--- config.mk ---
export PLATFORM = sky130hd
export DESIGN_NAME = mips_timer_responder
export DESIGN_NICKNAME = d
export VERILOG_FILES = /design/src/rtl/mips_pkg.sv /design/src/rtl/mips_prescaler.sv /design/src/rtl/mips_timer_responder.sv
export SDC_FILE = /design/constraint.sdc
export NUM_CORES = 1
export LEC_CHECK = 0
export ABC_AREA = 1
export CAP_MARGIN = 20
export CORE_ASPECT_RATIO = 1.5
export CORE_MARGIN = 8
export CORE_UTILIZATION = 48
export DETAILED_ROUTE_END_ITERATION = 8
export PLACE_DENSITY = 0.77
export SYNTH_ARGS = -nofsm -noshare
export SYNTH_HDL_FRONTEND = slang
export SYNTH_SLANG_ARGS = --single-unit
export TNS_END_PERCENT = 10
--- constraint.sdc ---
create_clock -name CLK -period 4.34 [get_ports CLK]
set_clock_uncertainty 0.15 [all_clocks]
set_input_delay 0.868 -clock CLK [delete_from_list [all_inputs] [get_ports CLK]]
set_output_delay 0.868 -clock CLK [all_outputs]
set_load 0.02 [all_outputs]
--- src/rtl/mips_pkg.sv ---
// Shared constants for the MIPS memory-mapped timer: register offsets, CTRL bit
// positions and the default base address of the 32-byte register window.
package mips_pkg;

   localparam logic [2:0] TMR_CTRL   = 3'd0;
   localparam logic [2:0] TMR_PRESC  = 3'd1;
   localparam logic [2:0] TMR_LOAD   = 3'd2;
   localparam logic [2:0] TMR_COUNT  = 3'd3;
   localparam logic [2:0] TMR_STATUS = 3'd4;

   localparam int CTRL_EN = 0;
   localparam int CTRL_AR = 1;
   localparam int CTRL_IE = 2;

   localparam logic [31:0] TMR_BASE_ADDR = 32'h0000_0100;

endpackage

--- src/rtl/mips_prescaler.sv ---
// Prescaler for the timer: counts enabled cycles and emits a one-cycle tick
// each time the running count matches the programmed prescale value.
module mips_prescaler #(
   parameter int PRESC_W = 16
) (
   input  logic               CLK,
   input  logic               RST,
   input  logic               en,
   input  logic               restart,
   input  logic [PRESC_W-1:0] presc,
   output logic               tick
);

   logic [PRESC_W-1:0] pcnt;

   // Equality compare: if PRESC is lowered below pcnt, pcnt runs up and wraps.
   assign tick = en && (pcnt == presc);

   // NOTE: sequential state uses non-blocking assignments so every flop samples pre-edge values.
   always_ff @(posedge CLK or posedge RST) begin
      if (RST) begin
         pcnt <= '0;
      end else if (!en || restart || tick) begin
         pcnt <= '0;
      end else begin
         pcnt <= pcnt + PRESC_W'(1);
      end
   end

endmodule

--- src/rtl/mips_timer_responder.sv ---
// Memory-mapped timer responder on the MIPS data bus: prescaled down-counter with
// auto-reload, sticky expiry flag and level interrupt; reads are combinational.
module mips_timer_responder
   import mips_pkg::*;
#(
   parameter int               WIDTH     = 32,
   parameter logic [WIDTH-1:0] BASE_ADDR = WIDTH'(TMR_BASE_ADDR),
   parameter int               PRESC_W   = 16
) (
   input  logic             CLK,
   input  logic             RST,
   input  logic [WIDTH-1:0] A,
   input  logic [WIDTH-1:0] WD,
   input  logic             WE,
   output logic [WIDTH-1:0] RD,
   output logic             HIT,
   output logic             IRQ
);

   logic               en, ar, ie, exp;
   logic [PRESC_W-1:0] presc;
   logic [WIDTH-1:0]   load, count;
   logic [2:0]         offset;
   logic               wr, wr_ctrl, wr_presc, wr_load, wr_count, wr_status;
   logic               tick, expire, restart;
   logic               unused_addr_bits;

   assign HIT    = (A[WIDTH-1:5] == BASE_ADDR[WIDTH-1:5]);
   assign offset = A[4:2];
   assign wr     = WE && HIT;

   assign wr_ctrl   = wr && (offset == TMR_CTRL);
   assign wr_presc  = wr && (offset == TMR_PRESC);
   assign wr_load   = wr && (offset == TMR_LOAD);
   assign wr_count  = wr && (offset == TMR_COUNT);
   assign wr_status = wr && (offset == TMR_STATUS);

   assign restart = wr_ctrl && WD[CTRL_EN] && !en;
   assign expire  = tick && (count == '0);
   assign IRQ     = exp && ie;

   assign unused_addr_bits = ^A[1:0];

   mips_prescaler #(
      .PRESC_W (PRESC_W)
   ) u_prescaler (
      .CLK     (CLK),
      .RST     (RST),
      .en      (en),
      .restart (restart),
      .presc   (presc),
      .tick    (tick)
   );

   // CPU writes take priority over hardware updates of EN and COUNT;
   // a hardware expiry takes priority over a software clear of EXP.
   always_ff @(posedge CLK or posedge RST) begin
      if (RST) begin
         en    <= 1'b0;
         ar    <= 1'b0;
         ie    <= 1'b0;
         presc <= '0;
         load  <= '0;
         count <= '0;
         exp   <= 1'b0;
      end else begin
         if (wr_ctrl) begin
            en <= WD[CTRL_EN];
            ar <= WD[CTRL_AR];
            ie <= WD[CTRL_IE];
         end else if (expire && !ar) begin
            en <= 1'b0;
         end

         if (wr_presc) presc <= WD[PRESC_W-1:0];
         if (wr_load)  load  <= WD;

         if (wr_count) begin
            count <= WD;
         end else if (tick && (count != '0)) begin
            count <= count - WIDTH'(1);
         end else if (expire && ar) begin
            count <= load;
         end

         if (expire) begin
            exp <= 1'b1;
         end else if (wr_status && WD[0]) begin
            exp <= 1'b0;
         end
      end
   end

   // NOTE: RD gets a default before the case so the read mux never infers a latch.
   always_comb begin
      RD = '0;
      if (HIT) begin
         case (offset)
            TMR_CTRL:   RD = {{(WIDTH-3){1'b0}}, ie, ar, en};
            TMR_PRESC:  RD = {{(WIDTH-PRESC_W){1'b0}}, presc};
            TMR_LOAD:   RD = load;
            TMR_COUNT:  RD = count;
            TMR_STATUS: RD = {{(WIDTH-1){1'b0}}, exp};
            default:    RD = '0;
         endcase
      end
   end

endmodule

Yosys cells after proc, flatten, opt, wreduce, memory -nomap -nowiden
Index checks and enable logic that the tools add are counted.

word-level totals
  flip-flop bits (word level) = 100
  bits of input ports = 67
  output and inout bits = 34
  word-level logic and storage cells = 51

operators by class
  add/subtract/negate cells = 2
  eq/ne operators = 6
  muxes and demuxes = 10
  reduce and logical (&&, ||, !) cells = 25

operator list
  operator                                            count
  one-hot mux 32 bit (5 select lines)                 1
  2-to-1 mux 32 bit                                   4
  logical NOT 32 bit                                  1
  nonzero test 32 bit                                 1
  subtractor 32 x 1 -> 32 bit, second input constant  1
  == test 27 x 4 -> 1 bit, second input constant      1
  adder 16 x 1 -> 16 bit, second input constant       1
  == test 16 bit                                      1
  2-to-1 mux 16 bit                                   1
  logical AND 1 bit                                   15
  == test 3 x 2 -> 1 bit, second input constant       2
  2-to-1 mux 1 bit                                    4
  nonzero test 2 bit                                  2
  == test 3 x 1 -> 1 bit, second input constant       1
  == test 3 bit, second input constant                1
  logical NOT 3 bit                                   1
  nonzero test 3 bit                                  1
  logical NOT 1 bit                                   2
  logical OR 1 bit                                    2

Longest topological paths before layout
  depth in word-level cells = 8
  mapped depth = 14
  mapped depth without buffers = 13

By module
From an unflattened synthesis, not the netlist that was laid out.

second synthesis, totals
  cell total of the unflattened synthesis = 1042
  area, all modules = 6947.9 sq um

modules (own cells, without submodules)
  module                instances  cells each  area an instance (sq um)  seq. area each (sq um)
  mips_timer_responder  1          856         5683.0                    2102.0
  mips_prescaler        1          186         1265.0                    400.4

Worst setup path before layout
No wires, ideal clock.

  kind = input port to output port
  from = input port A[14]
  to = output port RD[13]
  data arrival time = 2183 ps
  data required time = 3322 ps
  setup slack = 1139 ps
  cell stages on the path = 7
  path buffers = 1
  path through = nor2_1 -> nand4_1 -> nor2_1 -> and2_1 -> o21ai_1 -> clkbuf_1 -> a31oi_1

on the way
  cells in the longest elaborated chain, start to end = 2

ends and longest elaborated chain
  what                     RTL line                    RTL
  start, declared          mips_timer_responder.sv:12  input logic [WIDTH-1:0] A,
  == test 27 x 4 -> 1 bit  mips_timer_responder.sv:28  assign HIT = (A[WIDTH-1:5] == BASE_ADDR[WIDTH-1:5]);
  via HIT                  mips_timer_responder.sv:16  output logic HIT,
  2-to-1 mux 32 bit        mips_timer_responder.sv:97  if (HIT) begin
  end, declared            mips_timer_responder.sv:15  output logic [WIDTH-1:0] RD,

The timed path passes the listed nets, and every way through them passes these cells.

Worst setup path after layout
  from = input port A[28]
  to = output port RD[0]

on the way
  cells in the longest elaborated chain, start to end = 2

ends and longest elaborated chain
  what                     RTL line
  == test 27 x 4 -> 1 bit  mips_timer_responder.sv:28
  2-to-1 mux 32 bit        mips_timer_responder.sv:97

Every way passes these cells.

==> flow_metrics.tcl <==
set metrics [dict create \
    finalSetupViolations 0 \
    routabilityCongestion 0.9645 \
    power_per_cell_area_mw_per_mm2 222.2 \
    fillers 1420 \
    cts_hold_buf 0 \
    final_layout_size_suffix_gt1_share_pct 4.542 \
    synthesis.yosys.warnings 0 \
    run_status "completed" \
    synthesis.area_mm2 0.007067 \
    synth_top_cells_by_area "sky130_fd_sc_hd__dfrtp_1 35%, sky130_fd_sc_hd__nand2_1 22%, sky130_fd_sc_hd__inv_1 7.8%" \
    via_per_instance_ratio 5.080 \
    synthTopCellsByCount "410 x sky130_fd_sc_hd__nand2_1, 147 x sky130_fd_sc_hd__inv_1, 147 x sky130_fd_sc_hd__nor2_1, 106 x sky130_fd_sc_hd__nand3_1, 100 x sky130_fd_sc_hd__dfrtp_1" \
    cts_htree_levels 3 \
    holdCritPathClass "flop to flop" \
    hpwlAfterDp_um 15840 \
    end_kind "primary output" \
    slew_headroom_pct 40.88 \
    ios 101 \
    synth.yosys.seq_area_share_pct 35.41 \
    crit_cells 8 \
    die-height_um 164.6 \
    timing.rr.start "u_prescaler.pcnt[10]$_DFF_PP0_" \
    detail_route.wirelength_um 20830 \
    startpoint_type "input pin" \
    routed_wire_length_per_instance_um 14.81 \
    vdd_ir_drop_max_mv 0.1792 \
    worstReg2RegEnd "count[15]$_DFFE_PP0P_" \
    final-seq-area_mm2 0.002502 \
    cell_taking_the_most_area_after_synthesis "sky130_fd_sc_hd__dfrtp_1" \
    cts-buffers-inserted 9 \
    synth_edf_count 0 \
    globalRouteMet1Util_pct 24.36 \
    grt_pass1_vias 7231 \
    setup.worst_path.start "A[28]" \
    fp.dieW_um 115.1 \
    leakage_uw 0.004474 \
    detail-route-antenna-nets 0 \
    clock_tree.buffer_depth 2 \
    die-area_mm2 0.01894 \
    final_core_utilization_pct 59.08 \
    largest_net_degree_at_the_start_of_global_routing 52 \
    top_family_by_delay_on_critical_path "buffers and inverters" \
    worst-path-max-fanout 21 \
    postSynth.asyncResetShare_pct 100.0 \
    gr-total-overflow 0 \
    ys_types 34 \
    area_grow_syn2layout_pct 20.87 \
    port-buffer-count 98 \
    finalCriticalPeriod_ps 4119 \
    final_nets 1277 \
    worst_skew_pair.late_latency_ps 370 \
    cts.reportedPaths.clkPinSlew_ps 70 \
    start_util_pct 48.88 \
    groute.layer.met3.usage_pct 3.514 \
    synthesis.instances 1124 \
    crit_path_top_delay_cell "sky130_fd_sc_hd__clkdlybuf4s50_1" \
    top_usage_layer "met2" \
    critical_path.max_stage_delay_ps 660 \
    drt_drc_violations_left 0 \
    setup.reg_to_reg.worst_slack_ps 1810 \
    synthMostInstantiatedCell "sky130_fd_sc_hd__nand2_1" \
    synth_top_cell_area_share_pct 35.41 \
    critPathKind "input pin to primary output" \
    tritoncts "built" \
    placeableCoreArea_mm2 0.01446 \
    detail_route.iter0.violations 379 \
    grt_pass1_wl_um 34240 \
    grtUsageMet2_pct 41.98 \
    maxCapViolCount 0 \
    syn_avg_cell_area_um2 6.287 \
    number_of_antenna_violations_at_the_first_check_in_global_routing 0 \
    achievable-frequency_mhz 242.8 \
    multi_input_comb_area_mm2 0.003804 \
    timing.critical_path.arrival_ps 3100 \
    antenna_cells 0 \
    slew_viol_final 0 \
    drt_pass1_iterations 7 \
    cts.sink_count 100 \
    critical_path_required_ps 3320 \
    fin_tns_setup_ps 0 \
    grt_setup_unrepaired "no" \
    crit_chain "clkdlybuf4s50_1 -> nor2_1 -> nand4_1 -> nor2_1 -> and2_1 -> o21ai_4 -> a41oi_1 -> clkdlybuf4s50_1" \
    hold_violations 0 \
    yosys_most_used_dff "sky130_fd_sc_hd__dfrtp_1" \
    mappedNetlistNets 1194 \
    vias 7147 \
    globalRouteTotalUtil_pct 22.80 \
    critical_path.endpoint "RD[0]" \
    timing_worst_slew_pin_value_ps 884.6 \
    ys_seq_elements 100 \
    final_min_period_over_clock_period_pct 94.90 \
    worst-r2r-cell-count 11 \
    path_buf_inv 2 \
    cts.root.buffer_cell "sky130_fd_sc_hd__clkbuf_16" \
    std_cell_rows 54 \
]
[power breakdown]
group / switching, uW / leakage [uW] / total (uW) / internal [uW]
sequential: 0.0000337 / 0.00139 / 931 / 931
clock: 371 / 0.000151 / 846 / 475
combinational: 59.9 / 0.00293 / 121 / 61.4
total: 431 / 0.00447 / 1900 / 1470
[worst min-delay path: cells and delay by family (launching register included)]
kind / cells / cell delay (ps)
and+or+nand+nor: 2 / 110
DFF: 1 / 360
[through the flow]
stage	instance area, um^2	worst slack (ps)	total power (uW)	cells	hold slack (ps)
2_1_floorplan	7067	703.2	984.7	1124	314.2
3_3_place_gp	8227	123.3	1070	1392	328.0
3_5_place_dp	8227	120.6	1071	1392	330.7
4_1_cts	8528	113.9	1907	1407	348.0
5_1_grt	8542	111.2	1953	1407	370.0
6_report	8542	221.1	1898	1407	345.5
[area by class of cell]
class                           instances  area share, %
Tap cell                              196          2.871
Inverter                              156          6.884
Multi-Input combinational cell        831          44.53
Clock inverter                          4         0.5713
Clock buffer                           11          2.959
Timing Repair Buffer                  109          12.89
Sequential cell                       100          29.30
[cells by family (layout without fill, tap and decap cells)]
family	after synthesis	after routing	share of synthesized area [%]
fa+ha+maj	3	3	0.5312
compound gates	90	90	7.348
buf+inv	193	280	11.12
xor+xnor	35	35	4.338
simple gates	703	703	41.25
flops	100	100	35.41
[state kept, by name, indices dropped and copies added (netlist names)]
name,cells
count,32
load,32
presc,16
u_prescaler.pcnt,16
ar,1
en,1
exp,1
ie,1
[layout by cell type, fill, tap and decap left out, drive strengths merged]
cell	instances
a21oi	10
a22oi	17
a31oi	14
a41oi	2
and2	1
buf	11
bufinv	1
clkbuf	11
clkdlybuf4s50	98
clkinv	5
dfrtp	100
ha	3
inv	154
nand2	417
nand3	108
nand3b	2
nand4	9
nor2	154
nor3	8
nor4	3
o21ai	46
o22ai	1
or2	1
xnor2	20
xor2	15
[per-layer routing]
metal  wire [um]  up-vias  part of all wire (%)
li1            -     3655                     -
met1        8262     3295                    40
met2       11190      153                    54
met3         678       44                   3.3
met4         696        0                   3.3
met5           0        -                     0
[timing repair]
item	in CTS	in global routing
endpoints found under the hold margin	0	0
endpoints found under the setup margin	0	3
setup buffers	0	0
resized for setup	0	2
[worst min-delay path by stage]
stage | start | to | slack (ps) | depth (start not counted)
finish | load[19]$_DFFE_PP0P_ | load[19]$_DFFE_PP0P_ | 350 | 2
CTS | load[19]$_DFFE_PP0P_ | load[19]$_DFFE_PP0P_ | 350 | 2
global placement | load[22]$_DFFE_PP0P_ | load[22]$_DFFE_PP0P_ | 330 | 2
detailed placement | load[19]$_DFFE_PP0P_ | load[19]$_DFFE_PP0P_ | 330 | 2
global route | load[17]$_DFFE_PP0P_ | load[17]$_DFFE_PP0P_ | 370 | 2
floorplan | load[16]$_DFFE_PP0P_ | load[16]$_DFFE_PP0P_ | 310 | 2
No activity file was read; power rests on OpenSTA's default activity.
==> RTL edit 1, RTL diff (config.mk and constraints unchanged) <==
The parameter `WIDTH` goes from 32 to 16.
--- a/src/rtl/mips_timer_responder.sv
+++ b/src/rtl/mips_timer_responder.sv
@@ -3,7 +3,7 @@
 module mips_timer_responder
    import mips_pkg::*;
 #(
-   parameter int               WIDTH     = 32,
+   parameter int               WIDTH     = 16,
    parameter logic [WIDTH-1:0] BASE_ADDR = WIDTH'(TMR_BASE_ADDR),
    parameter int               PRESC_W   = 16
 ) (
Interface: changed (resized A, RD and WD); port bits go from 101 to 53. No check against the original RTL was run, so the function may have changed too.
==> RTL edit 1 against the unedited design <==
  * Power fell by 23%
  * Wire length fell by 35%
  * Setup slack got worse by 58 ps
  * Cell area fell by 36%
  * Synthesized area fell by 36%
  * Synthesized cell count fell by 41%
  * Sequential cell count fell by 32
  * Global-route usage fell by 1.1 points
  * Critical path type unchanged
==> RTL edit 1: results (changes against the unedited design) <==
| Metric | Value |
|---|---|
| Final net count | `753 (was 1,277)` |
| Reg2Reg Setup Slack | `2220 ps (was 1810 ps)` |
| Clk_lat worst skew | `340 ps (was 370 ps)` |
| Synth cell count leaders | `nand2_1, inv_1, dfrtp_1 (was nand2_1, inv_1, nor2_1)` |
| Main synth FF type | `dfrtp_1 (unchanged)` |
| Placer Congestion | `0.9284 (was 0.9645)` |
| Worst path arrival time | `3160 ps (was 3100 ps)` |
| First-pass GRT wire length | `21.50 mm (was 34.24 mm)` |
| Syn_nets | `700 (was 1,194)` |
| Synth top area cells | `dfrtp_1, nand2_1, inv_1, nand3_1, nor2_1 (was dfrtp_1, nand2_1, inv_1, nor2_1, nand3_1)` |
| Via density per instance | `5.376 (was 5.080)` |
| Yosys cell types | `37 (was 34)` |
| Sequential element share of the synthesized area | `0.3755 (was 0.3541)` |
| Worst IR drop on VDD | `0.3287 mV (was 0.1792 mV)` |
| Detailed-route via count | `4,473 (was 7,147)` |
| Complex-gate fraction of the synthesized area | `0.09056 (was 0.07348)` |
| Mean Syn Cell Area | `6.846 µm² (was 6.287 µm²)` |
| R2R cell count | `10 (was 11)` |
| Hpwl dp | `10.42 mm (was 15.84 mm)` |
| WL/cell | `16.18 µm (was 14.81 µm)` |
| Crit path max fanout | `6 (was 21)` |
| Worst r2r src | `presc[7] (was u_prescaler.pcnt[10])` |
| Worst-path clk slew | `50 ps (was 70 ps)` |
| Crit path to | `RD[5] (was RD[0])` |
| Area share of fa/ha/maj cells after synthesis | `0.008283 (was 0.005312)` |
| HP Start | `load[2] (was load[19])` |
| Maximum number of pins on one net before global-route repair | `45 (was 52)` |
| Clock tree root buffer cell | `clkbuf_16 (unchanged)` |
| Hold endpoint | `load[2] (was load[19])` |
| Worst R2R End | `count[12] (was count[15])` |
| Iter 0 DRT Violations | `399 (was 379)` |
| Critical path launch point | `A[14] (was A[28])` |
| Post-Place Cell Area | `0.005140 mm² (was 0.008227 mm²)` |
| Peak Freq | `0.2394 GHz (was 0.2428 GHz)` |
| Worst-Margin Slew | `606.2 ps (was 884.6 ps)` |
| Outcome | `complete, no violations (unchanged)` |
| Hold WS | `348.9 ps (was 345.5 ps)` |
| Leak Pwr | `0.002651 µW (was 0.004474 µW)` |
| Placed Cells incl. Taps | `816 (was 1,392)` |
| Worst path top cell family by delay | `buffers and inverters (unchanged)` |
| Fraction of final layout cells sized beyond drive strength 1 | `0.09028 (was 0.04542)` |
| TritonRoute pass-1 iters | `5 (was 7)` |
RTL edit 1: cell types whose count changed after synthesis, sizes merged, moves of 32 or more:
cell and change:
nand2 -202, nor2 -82, dfrtp -32, nand3 -62, inv -48
RTL edit 1: final cells by class:
type	count	area, µm²
tap	112	140.1
inverter	107	401.6
fill	856	3757
sequential	68	1702
multi-input combinational	471	2336
clock inverter	6	63.81
clock buffer	10	239.0
timing repair buffer	58	560.5
RTL edit 1: logic make-up after synthesis:
family | count (synthesis)
and+or+nand+nor | 375
buffers and inverters | 123
AOI/OAI and AO/OA | 75
DFF | 68
xor gates and xnor gates | 18
adders and majority gates | 3
RTL edit 1: power breakdown:
part	switching [µW]	internal, µW	total, µW
registers	0.802	635	636
logic	44.9	34.6	79.5
clock network	282	459	741
total	328	1130	1460
RTL edit 1: metal layers:
metal,GRT usage,routed length [µm],up-vias
met5,0,0,-
met4,0.1099,452,0
met3,0.04278,829,38
met2,0.3960,7189,176
met1,0.2257,4992,2057
li1,-,-,2202
==> RTL edit 2, RTL diff (config.mk and constraints unchanged) <==
Made on the original files. Put a register stage on the output `RD`, with the module's reset. The value now appears one clock later. The other outputs are not delayed to match.
--- a/src/rtl/mips_timer_responder.sv
+++ b/src/rtl/mips_timer_responder.sv
@@ -16,6 +16,8 @@
    output logic             HIT,
    output logic             IRQ
 );
+
+   logic [WIDTH-1:0] RD_d;
 
    logic               en, ar, ie, exp;
    logic [PRESC_W-1:0] presc;
@@ -93,16 +95,24 @@
 
    // NOTE: RD gets a default before the case so the read mux never infers a latch.
    always_comb begin
-      RD = '0;
+      RD_d = '0;
       if (HIT) begin
          case (offset)
-            TMR_CTRL:   RD = {{(WIDTH-3){1'b0}}, ie, ar, en};
-            TMR_PRESC:  RD = {{(WIDTH-PRESC_W){1'b0}}, presc};
-            TMR_LOAD:   RD = load;
-            TMR_COUNT:  RD = count;
-            TMR_STATUS: RD = {{(WIDTH-1){1'b0}}, exp};
-            default:    RD = '0;
+            TMR_CTRL:   RD_d = {{(WIDTH-3){1'b0}}, ie, ar, en};
+            TMR_PRESC:  RD_d = {{(WIDTH-PRESC_W){1'b0}}, presc};
+            TMR_LOAD:   RD_d = load;
+            TMR_COUNT:  RD_d = count;
+            TMR_STATUS: RD_d = {{(WIDTH-1){1'b0}}, exp};
+            default:    RD_d = '0;
          endcase
+      end
+   end
+
+   always_ff @(posedge CLK or posedge RST) begin
+      if (RST) begin
+         RD <= '0;
+      end else begin
+         RD <= RD_d;
       end
    end
 
Behaviour: not the same (a bounded check fails within 4 cycles, from zero or initial values and one cycle with RST high).
==> RTL edit 2 against the unedited design <==
  * Non-clock buffer count up 3
  * Power up 57%
  * Highest routed layer unchanged
  * Critical path depth fell by 2
  * Setup slack better by 610 ps
  * Hold slack worse by 4.0 ps
  * Sequential cell count up 32
  * Synthesized area up 8.3%
  * Register-to-register slack got worse by 410 ps
  * Wire length rose by 6.8%
  * Cell area increased by 12%
  * Via count grew 5.5%
  * Cell count increased by 0.78%
  * Largest cell class unchanged
==> RTL edit 2: results (changes against the unedited design) <==
| Metric | Value |
|---|---|
| Outcome | `complete, no violations (unchanged)` |
| Synth top area cells | `dfrtp_1, nand2_1, nor2_1, nand3_1, inv_1 (was dfrtp_1, nand2_1, inv_1, nor2_1, nand3_1)` |
| Iter 0 DRT Violations | `591 (was 379)` |
| HP Start | `count[0] (was load[19])` |
| Fillers | `1,424 (was 1,420)` |
| Sequential element share of the synthesized area | `0.4314 (was 0.3541)` |
| Synth cell count leaders | `nand2_1, nor2_1, dfrtp_1 (was nand2_1, inv_1, nor2_1)` |
| Detailed-route via count | `7,538 (was 7,147)` |
| Worst-Margin Slew | `1002 ps (was 884.6 ps)` |
| GRT Total Usage | `0.2254 (was 0.2280)` |
| First-pass GRT wire length | `36.58 mm (was 34.24 mm)` |
| Worst R2R End | `count[14] (was count[15])` |
| Syn_nets | `1,178 (was 1,194)` |
| Post-Synth XOR/XNOR Area | `0.02517 (was 0.04338)` |
| WL/cell | `15.68 µm (was 14.81 µm)` |
| Worst IR drop on VDD | `0.2051 mV (was 0.1792 mV)` |
| TritonRoute pass-1 iters | `5 (was 7)` |
| Largest regs | `RD: 32 flops, count: 32 flops, load: 32 flops (was count: 32 flops, load: 32 flops)` |
| Mean Syn Cell Area | `6.910 µm² (was 6.287 µm²)` |
| Post-Place Cell Area | `0.008853 mm² (was 0.008227 mm²)` |
| Maximum number of pins on one net before global-route repair | `47 (was 52)` |
| Layout Cells excl Fill | `1,418 (was 1,407)` |
| Worst r2r src | `count[16] (was u_prescaler.pcnt[10])` |
| Worst path top cell family by delay | `buffers and inverters (unchanged)` |
| Dpl ws | `826.5 ps (was 120.6 ps)` |
| Reg2Reg Setup Slack | `1400 ps (was 1810 ps)` |
| Yosys cell types | `36 (was 34)` |
| Hold WS | `341.5 ps (was 345.5 ps)` |
| Critical path launch point | `A[12] (was A[28])` |
| Hold endpoint | `count[0] (was load[19])` |
| Leak Pwr | `0.004780 µW (was 0.004474 µW)` |
| Complex-gate fraction of the synthesized area | `0.07256 (was 0.07348)` |
| Area share of fa/ha/maj cells after synthesis | `0.004903 (was 0.005312)` |
| Hpwl dp | `16.41 mm (was 15.84 mm)` |
| Tcrit/Tclk final | `0.8090 (was 0.9490)` |
| Clk_lat worst skew | `420 ps (was 370 ps)` |
| Cell Int Power | `2377 µW (was 1467 µW)` |
| CP peak stage delay | `620 ps (was 660 ps)` |
| CTS HTree Levels | `4 (was 3)` |
| Crit path max fanout | `2 (was 21)` |
| Cts bufs inserted | `17 (was 9)` |
RTL edit 2: kinds of logic (layout without fill, tap and decap cells):
family                     count (synthesis)  count (layout)
AOI/OAI and AO/OA                         97              97
adders and majority gates                  3               3
xor gates and xnor gates                  22              22
buffers and inverters                    157             264
DFF                                      132             132
and+or+nand+nor                          697             697
RTL edit 2: per-stage QoR:
stage          total power (µW)  utilization
4_1_cts                    3011       0.6100
6_report                   2988       0.6113
3_5_place_dp               1381       0.5666
5_1_grt                    3078       0.6113
3_3_place_gp               1380       0.5666
2_1_floorplan              1292            -
RTL edit 2: final cells by class:
class	count	area, µm²	area share
Multi-Input combinational cell	819	3739	0.3914
Sequential cell	132	3303	0.3458
Inverter	120	454.2	0.04755
Timing Repair Buffer	112	1124	0.1176
Tap cell	203	254.0	0.02659
Clock buffer	21	480.5	0.05030
Clock inverter	11	197.7	0.02070
RTL edit 2: how the worst max path moves through the flow:
stage,end,slack (ps),cells past startpoint
after floorplan,RD[0],1680,1
after global placement,HIT,850,6
after detailed placement,HIT,830,6
after CTS,HIT,820,6
after global routing,HIT,710,6
final,HIT,830,6
RTL edit 2: layer usage:
metal / vias to the layer above / GRT usage / wire, µm
met5: - / 0 / 0
met4: 0 / 0.1104 / 747
met3: 55 / 0.04388 / 1179
met2: 241 / 0.4212 / 11880
met1: 3514 / 0.2357 / 8426
li1: 3728 / - / -
RTL edit 2: power by group through the flow:
stage,Sequential [µW],Combinational (µW),Clock (µW)
after detailed placement,1250,128,0
after CTS,1230,128,1650
after floorplan,1250,38.1,0
final,1230,129,1630
after global placement,1250,127,0
after global routing,1230,142,1710
RTL edit 2: worst reg2reg max path, delay by kind of cell (launching register included):
kind / cells / cell delay [ps]
DFF: 1 / 430
and+or+nand+nor: 10 / 1820
buffers and inverters: 1 / 400
